`src/rtl/mxint8_block_assembler_pkg.sv`:
```
// Shared MXINT8 constants for the block assembler and its output slot.
package mxint8_block_assembler_pkg;

  localparam int unsigned DefBlockSize    = 32;
  localparam int unsigned DefElementWidth = 8;
  localparam int unsigned DefScaleWidth   = 8;

  // E8M0 reserves the all-ones code as NaN.
  localparam logic [DefScaleWidth-1:0] ScaleNan = 8'hFF;

  function automatic int unsigned cnt_width(input int unsigned block_size);
    return (block_size > 1) ? $clog2(block_size) : 1;
  endfunction

endpackage

```
`src/rtl/mxint8_block_slot.sv`:
```
// Single-entry MX block holding register with valid/ready load, drain and reload.
module mxint8_block_slot
  import mxint8_block_assembler_pkg::*;
#(
  parameter int unsigned BLOCK_SIZE           = DefBlockSize,
  parameter int unsigned MXINT8_ELEMENT_WIDTH = DefElementWidth,
  parameter int unsigned MXINT8_SCALE_WIDTH   = DefScaleWidth
) (
  input  logic                            i_clk,
  input  logic                            i_rst,
  input  logic                            i_load,
  input  logic [MXINT8_ELEMENT_WIDTH-1:0] i_elements [BLOCK_SIZE-1:0],
  input  logic [MXINT8_SCALE_WIDTH-1:0]   i_scale,
  input  logic                            i_ready,
  output logic                            o_valid,
  output logic [MXINT8_ELEMENT_WIDTH-1:0] o_elements [BLOCK_SIZE-1:0],
  output logic [MXINT8_SCALE_WIDTH-1:0]   o_scale,
  output logic                            o_scale_nan
);

  logic                            valid_q, valid_d;
  logic [MXINT8_ELEMENT_WIDTH-1:0] elements_q [BLOCK_SIZE-1:0];
  logic [MXINT8_ELEMENT_WIDTH-1:0] elements_d [BLOCK_SIZE-1:0];
  logic [MXINT8_SCALE_WIDTH-1:0]   scale_q, scale_d;
  logic                            nan_q, nan_d;

  // A load in the same cycle as a drain wins, so the slot reloads without a bubble.
  always_comb begin
    valid_d    = valid_q;
    elements_d = elements_q;
    scale_d    = scale_q;
    nan_d      = nan_q;
    if (i_load) begin
      valid_d    = 1'b1;
      elements_d = i_elements;
      scale_d    = i_scale;
      nan_d      = &i_scale;
    end else if (valid_q && i_ready) begin
      valid_d = 1'b0;
    end
  end

  always_ff @(posedge i_clk) begin
    if (i_rst) begin
      valid_q    <= 1'b0;
      elements_q <= '{default: '0};
      scale_q    <= '0;
      nan_q      <= 1'b0;
    end else begin
      valid_q    <= valid_d;
      elements_q <= elements_d;
      scale_q    <= scale_d;
      nan_q      <= nan_d;
    end
  end

  assign o_valid     = valid_q;
  assign o_elements  = elements_q;
  assign o_scale     = scale_q;
  assign o_scale_nan = nan_q;

endmodule

```
`src/rtl/mxint8_block_assembler.sv`:
```
// Serial element stream to MXINT8 block: fill counter and buffer, framing check,
// and an output slot feeding the combinational block operators.
module mxint8_block_assembler
  import mxint8_block_assembler_pkg::*;
#(
  parameter int unsigned BLOCK_SIZE           = DefBlockSize,
  parameter int unsigned MXINT8_ELEMENT_WIDTH = DefElementWidth,
  parameter int unsigned MXINT8_SCALE_WIDTH   = DefScaleWidth
) (
  input  logic                            i_clk,
  input  logic                            i_rst,
  input  logic                            i_element_valid,
  output logic                            o_element_ready,
  input  logic [MXINT8_ELEMENT_WIDTH-1:0] i_element_data,
  input  logic                            i_element_last,
  input  logic [MXINT8_SCALE_WIDTH-1:0]   i_scale,
  output logic                            o_block_valid,
  input  logic                            i_block_ready,
  output logic [MXINT8_ELEMENT_WIDTH-1:0] o_mxint8_elements [BLOCK_SIZE-1:0],
  output logic [MXINT8_SCALE_WIDTH-1:0]   o_scale,
  output logic                            o_scale_nan,
  output logic                            o_frame_error
);

  localparam int unsigned         CntWidth = cnt_width(BLOCK_SIZE);
  localparam logic [CntWidth-1:0] LastIdx  = CntWidth'(BLOCK_SIZE - 1);

  logic [CntWidth-1:0]             cnt_q, cnt_d;
  logic [MXINT8_ELEMENT_WIDTH-1:0] fill_q [BLOCK_SIZE-2:0];
  logic [MXINT8_ELEMENT_WIDTH-1:0] fill_d [BLOCK_SIZE-2:0];
  logic [MXINT8_SCALE_WIDTH-1:0]   scale_q, scale_d;
  logic                            ferr_q, ferr_d;
  logic                            accept, complete, block_valid;
  logic [MXINT8_ELEMENT_WIDTH-1:0] slot_elements [BLOCK_SIZE-1:0];

  // Only the completing element needs a free (or draining) slot.
  assign o_element_ready = (cnt_q != LastIdx) || !block_valid || i_block_ready;
  assign accept          = i_element_valid && o_element_ready;
  assign complete        = accept && (cnt_q == LastIdx);

  always_comb begin
    cnt_d   = cnt_q;
    fill_d  = fill_q;
    scale_d = scale_q;
    ferr_d  = 1'b0;
    if (accept) begin
      if (cnt_q == '0) begin
        scale_d = i_scale;
      end
      if (cnt_q == LastIdx) begin
        cnt_d  = '0;
        ferr_d = !i_element_last;
      end else if (i_element_last) begin
        // Early last: drop the partial block and resynchronise on the next element.
        cnt_d  = '0;
        ferr_d = 1'b1;
      end else begin
        fill_d[cnt_q] = i_element_data;
        cnt_d         = cnt_q + 1'b1;
      end
    end
  end

  always_comb begin
    for (int i = 0; i < BLOCK_SIZE - 1; i++) begin
      slot_elements[i] = fill_q[i];
    end
    slot_elements[BLOCK_SIZE-1] = i_element_data;
  end

  always_ff @(posedge i_clk) begin
    if (i_rst) begin
      cnt_q   <= '0;
      fill_q  <= '{default: '0};
      scale_q <= '0;
      ferr_q  <= 1'b0;
    end else begin
      cnt_q   <= cnt_d;
      fill_q  <= fill_d;
      scale_q <= scale_d;
      ferr_q  <= ferr_d;
    end
  end

  mxint8_block_slot #(
    .BLOCK_SIZE          (BLOCK_SIZE),
    .MXINT8_ELEMENT_WIDTH(MXINT8_ELEMENT_WIDTH),
    .MXINT8_SCALE_WIDTH  (MXINT8_SCALE_WIDTH)
  ) u_slot (
    .i_clk      (i_clk),
    .i_rst      (i_rst),
    .i_load     (complete),
    .i_elements (slot_elements),
    .i_scale    (scale_q),
    .i_ready    (i_block_ready),
    .o_valid    (block_valid),
    .o_elements (o_mxint8_elements),
    .o_scale    (o_scale),
    .o_scale_nan(o_scale_nan)
  );

  assign o_block_valid = block_valid;
  assign o_frame_error = ferr_q;

endmodule

```
`config.mk`:
```
export PLATFORM = sky130hd
export DESIGN_NAME = mxint8_block_assembler
export DESIGN_NICKNAME = d
export VERILOG_FILES = /design/src/rtl/mxint8_block_assembler_pkg.sv /design/src/rtl/mxint8_block_slot.sv /design/src/rtl/mxint8_block_assembler.sv
export SDC_FILE = /design/constraint.sdc
export NUM_CORES = 1
export LEC_CHECK = 0
export ABC_CLOCK_PERIOD_IN_PS = 5870
export BUFFER_PORTS_ARGS = -buffer_cell sky130_fd_sc_hd__clkbuf_2
export CAP_MARGIN = 20
export CORE_ASPECT_RATIO = 1.25
export CORE_MARGIN = 4
export CORE_UTILIZATION = 55
export CTS_CLUSTER_SIZE = 10
export DETAILED_ROUTE_END_ITERATION = 10
export GPL_TIMING_DRIVEN = 0
export PLACE_DENSITY_LB_ADDON = 0.1
export SLEW_MARGIN = 0
export SYNTH_ARGS = -nofsm -noshare
export SYNTH_HDL_FRONTEND = slang
export SYNTH_SLANG_ARGS = --single-unit
```
`constraint.sdc`:
```
create_clock -name i_clk -period 5.87 [get_ports i_clk]
set_input_delay 1.174 -clock i_clk [delete_from_list [all_inputs] [get_ports i_clk]]
set_output_delay 1.174 -clock i_clk [all_outputs]
set_load 0.005 [all_outputs]
```
==> results list, run 1 <==
- For the final database, setup skew stands at 20.84 ps.
- Post-synth top cells: sky130_fd_sc_hd__dfxtp_1, sky130_fd_sc_hd__a21oi_1, sky130_fd_sc_hd__o21ai_0
- Averaged over all synthesized cells, the footprint is 9.657 sq um.
* Clock tree from TritonCTS: built
- VDD IR-drop max: 0.2135 mV
- Hold repair after CTS inserted 0 buffers.
- For this run, the leading register cell type out of synthesis is sky130_fd_sc_hd__dfxtp_1.
- First-pass iteration count of the detailed router: 5
* Element type at the critical path start: flop
- The worst register-to-register path has a depth of 9.
* Minimum clock period after layout: 3775 ps
- Number of cells produced by synthesis: 2163
- Detail-routed net length per standard cell: 19.62 um
- The first global-routing pass estimated 92450 um of wire.
- Vias in the first global route: 16960
- The tightest min-delay check is of the reg -> reg type.
* Share of the synthesized area in the top cell type: 50.61%
- Most repeated cell in the gate-level netlist after synthesis: sky130_fd_sc_hd__dfxtp_1
- In this run the static leakage power is 10.37 nW.
- Across the run, the number of max-cap violations was 0.
- After synthesis, the largest family of logic cells by area is simple AND/OR/NAND/NOR gates.
- Drt first-iter violations: 1209
- Crit path kind: reg -> out
- Placed cell area: 22930 sq um
- After synthesis, the share of cell area in mux cells is 12.27%.
* Sequential fraction of the synthesis area: 50.61%
- In this run, synthesis produced a sequential element count of 528.
* Layout overhead on the synthesized area: 16.95%
- Ratio of final minimum period to clock period: 64.30%
* Number of clock buffers inserted by TritonCTS: 58
- Tightest slew margin relative to the limit: 32.66%
- FP Rows: 79
* Transition time at the pin with the least slew margin: 1010 ps
- WP data required: 4700 ps
* Total half-perimeter wirelength after legalization and detailed placement: 42330 um
- The critical path starts at cnt_q[0].
- The die is 225.9 um tall.
* Port Buf Inserts: 287
* Resize count post-CTS: 0
* Biggest fanout along the worst timing path: 10
- The die is 182.3 um wide.
- H-tree lvl count: 2
- The tree is rooted in a sky130_fd_sc_hd__clkbuf_16.
* Drt drc: 0
* Core area: 37360 sq um
- The synthesized design spends more area on one cell type than any other, namely sky130_fd_sc_hd__dfxtp_1.
* Antenna Violating Nets Remaining: 0
- Summing over every cut layer, the via total after detailed routing is 17120.
- During I/O placement, the number of pins put on the boundary was 289.
- Summed over all failing endpoints, the final setup total negative slack is 0 ps.
* Effective utilization at floorplan: 55.90%
- At the worst endpoint, the arrival time is 2600 ps.
- Power Density: 281.7 nW/um^2
- Across every metal layer, demand over resource in global routing totals 27.76%.
- Distinct cell type count after synthesis: 43
- The worst setup path is captured at an output port.
- Initial antenna violation count: 3
* Status: finished, final reports clean
* Adder and majority cell fraction of the synthesized area: 0.3594%
* Via density: 5.710
- On the final layout, the worst hold slack is 460.4 ps.
* Clock Sinks: 528
- The synthesized netlist devotes 18.41% of its cell area to simple gates.
- The completed layout was analyzed and its total power is 0.006882 W.
- Clock-pin slew was measured on the worst setup and hold paths at 60 ps.
* Largest net degree at the start of global routing: 15
- Setup repair after global routing left no endpoint under its margin.
- Of the cells placed in the final design, the portion with a size suffix greater than 1 is 18.55%.
- Summed over all layers, the global routing overflow is 0.
* Worst flop-to-flop path endpoint: u_slot.o_elements[72]
- The later pin in the worst-skew pair is clocked with a latency of 590 ps.
- After synthesis the cells add up to 20890 sq um.
- Postcts setup bufs: 0
- The Yosys step of the flow raised 0 warnings.
- The count of final hold-check violations is 0.
- Xor and xnor area share after synthesis: 0%
- In this run, synthesis inferred 0 flip-flops with an integrated enable.
* Post-synth net total: 2190
* Area enclosed by the die boundary: 41180 sq um
- The longest clock path from root to sink contains 3 buffers.
- Wires add up to 58850 um.
- Async set-reset flop share out of synthesis: 0%
- Nets: 2537
* Max-slew violation count: 0
* RR Startpoint: cnt_q[0]
- The synthesized netlist devotes 13.04% of its cell area to compound gates.
- At the end of routability-driven placement, the weighted congestion stood at 0.8486.
- Count of endpoints failing setup in the final report: 0
* CP Capture Point: o_element_ready
- Worst reg-to-reg setup slack: 2750 ps
- For this run, the top clock speed supported by timing is 264.9 MHz.
- Post-route cell area: 24430 sq um
* Top post-synthesis cells by area: sky130_fd_sc_hd__dfxtp_1, sky130_fd_sc_hd__mux2i_1, sky130_fd_sc_hd__nand2b_1
## cell usage in the layout, fill, tap and decap left out, types with 2 or more instances in the layout
| master | instances |
|---|---|
| sky130_fd_sc_hd__and3b_2 | 2 |
| sky130_fd_sc_hd__buf_1 | 9 |
| sky130_fd_sc_hd__nand4_1 | 3 |
| sky130_fd_sc_hd__clkbuf_2 | 287 |
| sky130_fd_sc_hd__nand3_1 | 265 |
| sky130_fd_sc_hd__nor3_1 | 2 |
| sky130_fd_sc_hd__nand4_4 | 16 |
| sky130_fd_sc_hd__nor2b_1 | 2 |
| sky130_fd_sc_hd__or2b_2 | 22 |
| sky130_fd_sc_hd__and3_1 | 5 |
| sky130_fd_sc_hd__a211oi_1 | 2 |
| sky130_fd_sc_hd__nand3_2 | 12 |
| sky130_fd_sc_hd__or2b_1 | 2 |
| sky130_fd_sc_hd__dfxtp_1 | 528 |
| sky130_fd_sc_hd__inv_1 | 5 |
| sky130_fd_sc_hd__buf_4 | 5 |
| sky130_fd_sc_hd__mux2i_1 | 256 |
| sky130_fd_sc_hd__buf_6 | 5 |
| sky130_fd_sc_hd__nand2b_1 | 249 |
| sky130_fd_sc_hd__and4bb_2 | 2 |
| sky130_fd_sc_hd__buf_2 | 34 |
| sky130_fd_sc_hd__clkbuf_1 | 161 |
| sky130_fd_sc_hd__nand2_1 | 4 |
| sky130_fd_sc_hd__and2_1 | 2 |
| sky130_fd_sc_hd__nand3_4 | 2 |
| sky130_fd_sc_hd__clkbuf_8 | 11 |
| sky130_fd_sc_hd__clkbuf_16 | 59 |
| sky130_fd_sc_hd__o21ai_0 | 268 |
| sky130_fd_sc_hd__ha_1 | 6 |
| sky130_fd_sc_hd__a21oi_1 | 270 |
## critical path, cell delays in order (launching register included)
cell	delay, ps
sky130_fd_sc_hd__dfxtp_1	360
sky130_fd_sc_hd__ha_1	230
sky130_fd_sc_hd__buf_6	150
sky130_fd_sc_hd__and3_1	180
sky130_fd_sc_hd__ha_1	260
sky130_fd_sc_hd__and3b_1	210
sky130_fd_sc_hd__buf_6	140
sky130_fd_sc_hd__inv_8	70
sky130_fd_sc_hd__buf_4	230
sky130_fd_sc_hd__clkbuf_2	190
## stage by stage
stage	cells	setup slack [ps]	utilization [%]
3_3_place_gp	2936	2611	61.38
2_1_floorplan	2163	2976	-
5_1_grt	2999	1973	65.38
6_report	2999	2095	65.38
4_1_cts	2998	2079	65.37
3_5_place_dp	2936	2600	61.38
## final cells by class
type                       count  area, sq um
antenna                        1        2.502
buffer                       225         1081
clock buffer                  61         1484
clock inverter                 1        8.758
fill                        3182        12940
inverter                       6        30.03
multi-input combinational   1404         9206
sequential                   528        10570
tap                          486        608.1
timing repair buffer         287         1436
## cells by family after synthesis
group                    count (synthesis)
flip-flops                             528
buffers and inverters                  231
AO/OA/AOI/OAI                          542
multiplexers                           256
adder cells (fa/ha/maj)                  6
AND/OR/NAND/NOR                        600
## sequential cells by signal, summed over array words and instances (netlist names)
register,count
cnt_q,5
fill_q,248
o_frame_error,1
scale_q,8
u_slot.o_elements,256
u_slot.o_scale,8
u_slot.o_scale_nan,1
u_slot.o_valid,1
## per-layer routing
| layer | GRT usage (%) | wire length [um] |
|---|---|---|
| met1 | 35.58 | 25030 |
| met2 | 46.47 | 27910 |
| met3 | 5.607 | 3566 |
| met4 | 10.58 | 2325 |
| met5 | 0 | 26 |
## worst min path at each step
stage	from	to	slack, ps	cells after the start
after floorplan	fill_q[10]	u_slot.o_elements[10]	440	2
after global placement	fill_q[199]	u_slot.o_elements[199]	450	2
after detailed placement	fill_q[23]	u_slot.o_elements[23]	460	2
after CTS	fill_q[239]	u_slot.o_elements[239]	470	2
after global routing	fill_q[207]	u_slot.o_elements[207]	480	2
final	fill_q[239]	u_slot.o_elements[239]	460	2
## power by group
part / total (W) / internal, W / switching (W) / leakage [nW]
sequential: 0.00360 / 0.00359 / 0.00000681 / 4.25
clock: 0.00307 / 0.00175 / 0.00132 / 0.734
combinational: 0.000207 / 0.0000683 / 0.000138 / 5.39
total: 0.00688 / 0.00542 / 0.00147 / 10.4
No activity file was read; power rests on OpenSTA's default activity.
==> inputs of run 2 (changes only) <==
- ABC_CLOCK_PERIOD_IN_PS: 5870 -> 3400
- CORE_UTILIZATION: 55 -> 52
- clock period: 5.87 -> 3.4 ns (I/O delays scaled with it)
==> results list, run 2 (synthesis gave the netlist of run 1 again) <==
* Bufs on Longest Clock Path: 3
* Met3 GRT Util: 4.677%
- Crit path kind: reg -> out
- Max-slew violation count: 0
- The library cells used most frequently in the layout, excluding fill and tap cells, are sky130_fd_sc_hd__dfxtp_1, sky130_fd_sc_hd__clkbuf_2, sky130_fd_sc_hd__a21oi_1.
* First-pass iteration count of the detailed router: 6
* Antenna Violating Nets Remaining: 0
- Biggest fanout along the worst timing path: 10
- Entering global routing, the biggest net connects 15 pins.
- Status: finished, final reports clean
- Global routing used 26.58% of the available tracks.
* Layout Skew: 15.23 ps
- Counting I/O delays and the setup requirement, the final critical path takes 3301 ps.
- Detail-routed net length per standard cell: 19.90 um
* Path class of the lowest-slack min-delay path: in -> reg
* Core area: 39420 sq um
* Share of layout cells above drive strength 1: 18.58%
- Final sum of negative setup slack: 0 ps
- CTS built an H-tree with a depth of 2.
- Max stage delay cell, worst path: sky130_fd_sc_hd__dfxtp_1
* Area enclosed by the die boundary: 43460 sq um
* WP data required: 2720 ps
- Summing all placed instances gives a cell area of 22950 sq um.
- For this block, the routed nets add up to 59980 um of wire.
- Peak Freq: 302.9 MHz
- The library cell used most frequently in the layout, excluding fill and tap cells, is sky130_fd_sc_hd__dfxtp_1.
- Leftover overflow at the end of global routing: 0
* Drt drc: 0
- Detailed placement finished with a half-perimeter wire length of 42890 um.
* Clock tree from TritonCTS: built
- Ratio of final minimum period to clock period: 97.09%
- After routing the design area is 24490 sq um.
* Number of clock buffers inserted by TritonCTS: 58
- Most heavily used metal layer in global routing: met2
- Counting tap cells, the placed design contains a total of 2948 instances.
* Count of endpoints failing setup in the final report: 0
* Endpoint type of the worst setup path: output port
* First-pass GRT wire length: 93370 um
* Maximum cell stage delay along the critical path: 360 ps
* Layout overhead on the synthesized area: 17.24%
- Detailed routing inserted a total of 17050 vias.
* Final hold violation count: 0
- Number of non-filler instances in the completed layout: 3014
- Element type at the critical path start: flop
- Met1 Resource Use GR: 34.00%
- Resize count post-CTS: 0
* Layout filler cell count: 3375
- Initial antenna violation count: 4
- Transition time at the pin with the least slew margin: 1025 ps
- The floorplan has 81 rows.
- The number of global-route vias before repair was 16870.
* Setup repair after global routing missed its margin: no
- After clock tree synthesis, the clock-pin slew on the worst setup and hold paths is 60 ps.
* Power Density: 489.6 nW/um^2
- The register with the most flip-flops in the layout has 256 of them.
- Hold depth: 3
- Pin placement for this block handled 289 I/O pins.
- The die is 232.1 um tall.
* Nets: 2537
- Overall power: 0.01199 W
- The critical path goes through ha_1 -> buf_6 -> and3_1 -> ha_1 -> and3b_1 -> buf_6 -> inv_8 -> buf_4 -> clkbuf_2.
- Horizontal extent of the die: 187.3 um
- Drt first-iter violations: 1173
- Clock tree synthesis found a total of 528 sinks.
* Tightest slew margin relative to the limit: 31.68%
- Via density: 5.658
- Clock root buffer: sky130_fd_sc_hd__clkbuf_16
* Worst reg2reg path depth: 9
- VDD IR-drop max: 0.3869 mV
- Postcts setup bufs: 0
- Global placement routability congestion: 0.8471
- Data arrives at the worst endpoint at 2620 ps.
- The tool flagged a number of max-cap violations equal to 0.
- Port Buf Inserts: 287
* Met2 usage: 45.88%
- Utilization after layout: 62.12%
* Insertion delay to the later sink of the worst-skew pair: 590 ps
* Effective utilization at floorplan: 52.98%
- For this design the static power due to leakage is 10.40 nW.
- Hold bufs inserted after CTS: 0
-- run 2: changes by cell type in the layout (fill, tap and decap cells not counted), sizes merged --
cell and change:
clkbuf +2, diode +2, inv -1
-- run 2: report_power, final --
group | leakage (nW) | internal, W | switching (W)
clock | 0.754 | 0.00312 | 0.00229
sequential | 4.25 | 0.00621 | 0.0000125
combinational | 5.39 | 0.000118 | 0.000244
-- run 2: per-layer routing --
layer / wire, um / part of all wire, %
met1: 25560 / 43
met2: 29120 / 49
met3: 3590 / 6.0
met4: 1705 / 2.8
met5: 8 / 0.013
-- run 2: area by class of cell --
class	count	area [sq um]	share of cell area (%)
clock buffer	63	1534	6.264
buffer	225	1081	4.414
antenna	3	7.507	0.03066
multi-input combinational	1404	9206	37.59
sequential	528	10570	43.16
tap	498	623.1	2.544
timing repair buffer	287	1436	5.866
inverter	6	30.03	0.1226
-- run 2: worst max-delay path: cells and delay by family, from the launching register on --
family / cells / cell delay, ps
and+or+nand+nor: 2 / 400
adders and majority gates: 2 / 500
DFF: 1 / 360
buffers and inverters: 5 / 770
-- run 2: per-stage QoR --
step / hold slack, ps / worst slack [ps]
2_1_floorplan: 438.8 / 897.7
3_3_place_gp: 453.2 / 431.2
3_5_place_dp: 456.2 / 327.7
4_1_cts: 347.5 / 89.34
5_1_grt: 361.8 / 9.660
6_report: 366.5 / 99.04
-- run 2: path summary, 6_finish.rpt --
| kind | endpoint | slack, ps | from |
|---|---|---|---|
| max | o_element_ready | 100 | cnt_q[0] |
| max reg2reg | u_slot.o_elements[73] | 280 | cnt_q[0] |
| min | scale_q[4] | 370 | i_scale[4] |
| min reg2reg | u_slot.o_elements[119] | 460 | fill_q[119] |
==> inputs of run 3 (changes only) <==
- CAP_MARGIN: 20 -> not set
- PLACE_DENSITY: not set -> 0.8
- PLACE_DENSITY_LB_ADDON: 0.1 -> not set
- REMOVE_ABC_BUFFERS: not set -> 1
==> results list, run 3 (synthesis gave the netlist of run 1 again) <==
- CTS built an H-tree with a depth of 2.
- Entering global routing, the biggest net connects 190 pins.
- After detailed routing, the total wire length is 55050 um.
* Max-slew violation count: 0
- Worst setup path startpoint: cnt_q[0]
- The die covers 43460 sq um.
* Postcts setup bufs: 0
- The library cell used most frequently in the layout, excluding fill and tap cells, is sky130_fd_sc_hd__dfxtp_1.
- Worst reg-to-reg setup slack: 290 ps
- Headroom to the max-slew limit came out at 42.57%.
- In this run the count of I/O pins placed on the die edge is 289.
- Part of the total power dissipated in the clock network: 45.5%
* Leftover overflow at the end of global routing: 0
- Minimum clock period after layout: 3283 ps
- Clock transition time at the flip-flop clock pins of the worst setup and hold paths: 60 ps
- Vias in the first global route: 16200
* Drt first-iter violations: 1261
- Startpoint of the most critical hold path: i_element_data[3]
- The count of final hold-check violations was 0.
* WP data required: 2720 ps
- The first global-routing pass estimated 87030 um of wire.
- Sink of the worst hold path: u_slot.o_elements[251]
- Combinational share of power: 2.8%
- For the worst flop-to-flop path, the logic depth is 8.
* Switching power total: 0.002529 W
- Relative contribution of sequential cells to total power: 51.7%
- Crit path kind: reg -> out
* Biggest fanout along the worst timing path: 33
* Share of layout cells above drive strength 1: 19.62%
- Status: finished, final reports clean
- In the final routed layout, each cell accounts on average for 19.53 um.
- At the pin with the least slew margin, the transition time is 861.4 ps.
- The final critical path takes up 96.56% of the cycle.
* Data arrival time of the critical path: 2600 ps
- VDD IR-drop max: 0.3560 mV
- Before antenna repair, the detailed router went through 5 iterations.
* Hold bufs inserted after CTS: 0
- Bufs on Longest Clock Path: 3
- Chip Height: 232.1 um
- In this run the worst hold path is classified as in -> reg.
* Hold depth: 3
- Of the total power, the share spent switching nets is 21.03%.
- For this configuration, the core starts out at a cell density of 52.98%.
- Largest register FFs: 256
* Insertion delay to the later sink of the worst-skew pair: 580 ps
* Count of vias placed by the detailed router: 16470
- Static timing analysis puts the maximum clock frequency at 304.6 MHz.
- Drt drc: 0
* Element type at the critical path start: flop
- Number of max-cap violations: 0
- Layout overhead on the synthesized area: 15.80%
- Most frequent cells in the layout: sky130_fd_sc_hd__dfxtp_1, sky130_fd_sc_hd__clkbuf_2, sky130_fd_sc_hd__a21oi_1
- Clock root buffer: sky130_fd_sc_hd__clkbuf_16
- The total area inside the core boundary comes to 39420 sq um.
- TritonCTS built the clock tree.
- Cells fill 61.35% of the core in the end.
- Worst flop-to-flop path endpoint: fill_q[12]
- FP Rows: 81
- The internal portion of the total power is 0.009496 W.
* Count of endpoints failing setup in the final report: 0
- For this run, the post-layout net count is 2341.
- Leakage: 10.21 nW
* Layout Skew: 12.58 ps
- Number of clock buffers inserted by TritonCTS: 59
- Clock Sinks: 528
- Overall Global Routing Usage: 24.09%
- Global placement routability congestion: 0.7742
- The die is 187.3 um wide.
* Endpoint type of the worst setup path: output port
- Buffers placed on the I/O ports in this run total 288.
* Power Density: 497.2 nW/um^2
* RR Startpoint: cnt_q[0]
* Antenna Violating Nets Remaining: 0
* Initial antenna violation count: 2
* Total half-perimeter wirelength after legalization and detailed placement: 33840 um
- In the routed layout, each cell is associated on average with a via count of 5.844.
- Overall power: 0.01203 W
-- run 3: per-layer routing --
metal / vias to the layer above / share of wire, % / global-route usage (%)
li1: 7774 / - / -
met1: 8028 / 41 / 30.49
met2: 529 / 49 / 40.89
met3: 136 / 5.7 / 4.211
met4: 2 / 3.9 / 9.986
met5: - / 0.036 / 0
-- run 3: layout make-up --
type                            instances  area (sq um)
Tap cell                              498         623.1
Timing Repair Buffer                  315          2126
Clock buffer                           65          1562
Inverter                                6         30.03
Clock inverter                          1         8.758
Sequential cell                       528         10570
Antenna cell                            1         2.502
Fill cell                            3199         15240
Multi-Input combinational cell       1404          9265
-- run 3: through the flow --
stage                     hold slack, ps  worst slack (ps)  setup TNS (ps)  area (sq um)  instances
final                              359.1             116.9               0         24190       2818
after global routing               352.4          -0.09814        -0.09814         24190       2818
after floorplan                    432.5             -4600        -1221370         19810       1938
after CTS                          332.0             10.72               0         24170       2817
after detailed placement           455.4             72.59               0         22600       2751
after global placement             447.1            -10110        -4075820         21870       2724
-- run 3: power groups by stage --
stage	sequential (W)	combinational [W]	clock [W]
final	0.00622	0.000339	0.00547
after global routing	0.00621	0.000361	0.00578
after CTS	0.00622	0.000338	0.00556
after detailed placement	0.00635	0.000337	0
after global placement	0.00635	0.000319	0
after floorplan	0.00635	0.000127	0
-- run 3: worst max path at each step --
stage | end | slack [ps]
2_1_floorplan | u_slot.o_elements[0] | -4600
3_5_place_dp | fill_q[12] | 70
3_3_place_gp | u_slot.o_elements[215] | -10110
6_report | o_element_ready | 120
4_1_cts | o_element_ready | 10
5_1_grt | o_element_ready | -0.1
-- run 3: worst max-delay path, cell delays in order, from the launching register on --
cell and delay [ps]:
sky130_fd_sc_hd__dfxtp_1 480, sky130_fd_sc_hd__ha_4 290, sky130_fd_sc_hd__and3_1 180, sky130_fd_sc_hd__ha_1 320, sky130_fd_sc_hd__and3b_2 370, sky130_fd_sc_hd__inv_8 180
sky130_fd_sc_hd__clkbuf_2 190
-- run 3: timing repair --
action | in CTS | in global routing
cloned | 0 | 0
hold endpoints to repair | 0 | 0
gates resized for setup | 2 | 1
endpoints found under the setup margin | 1 | 1
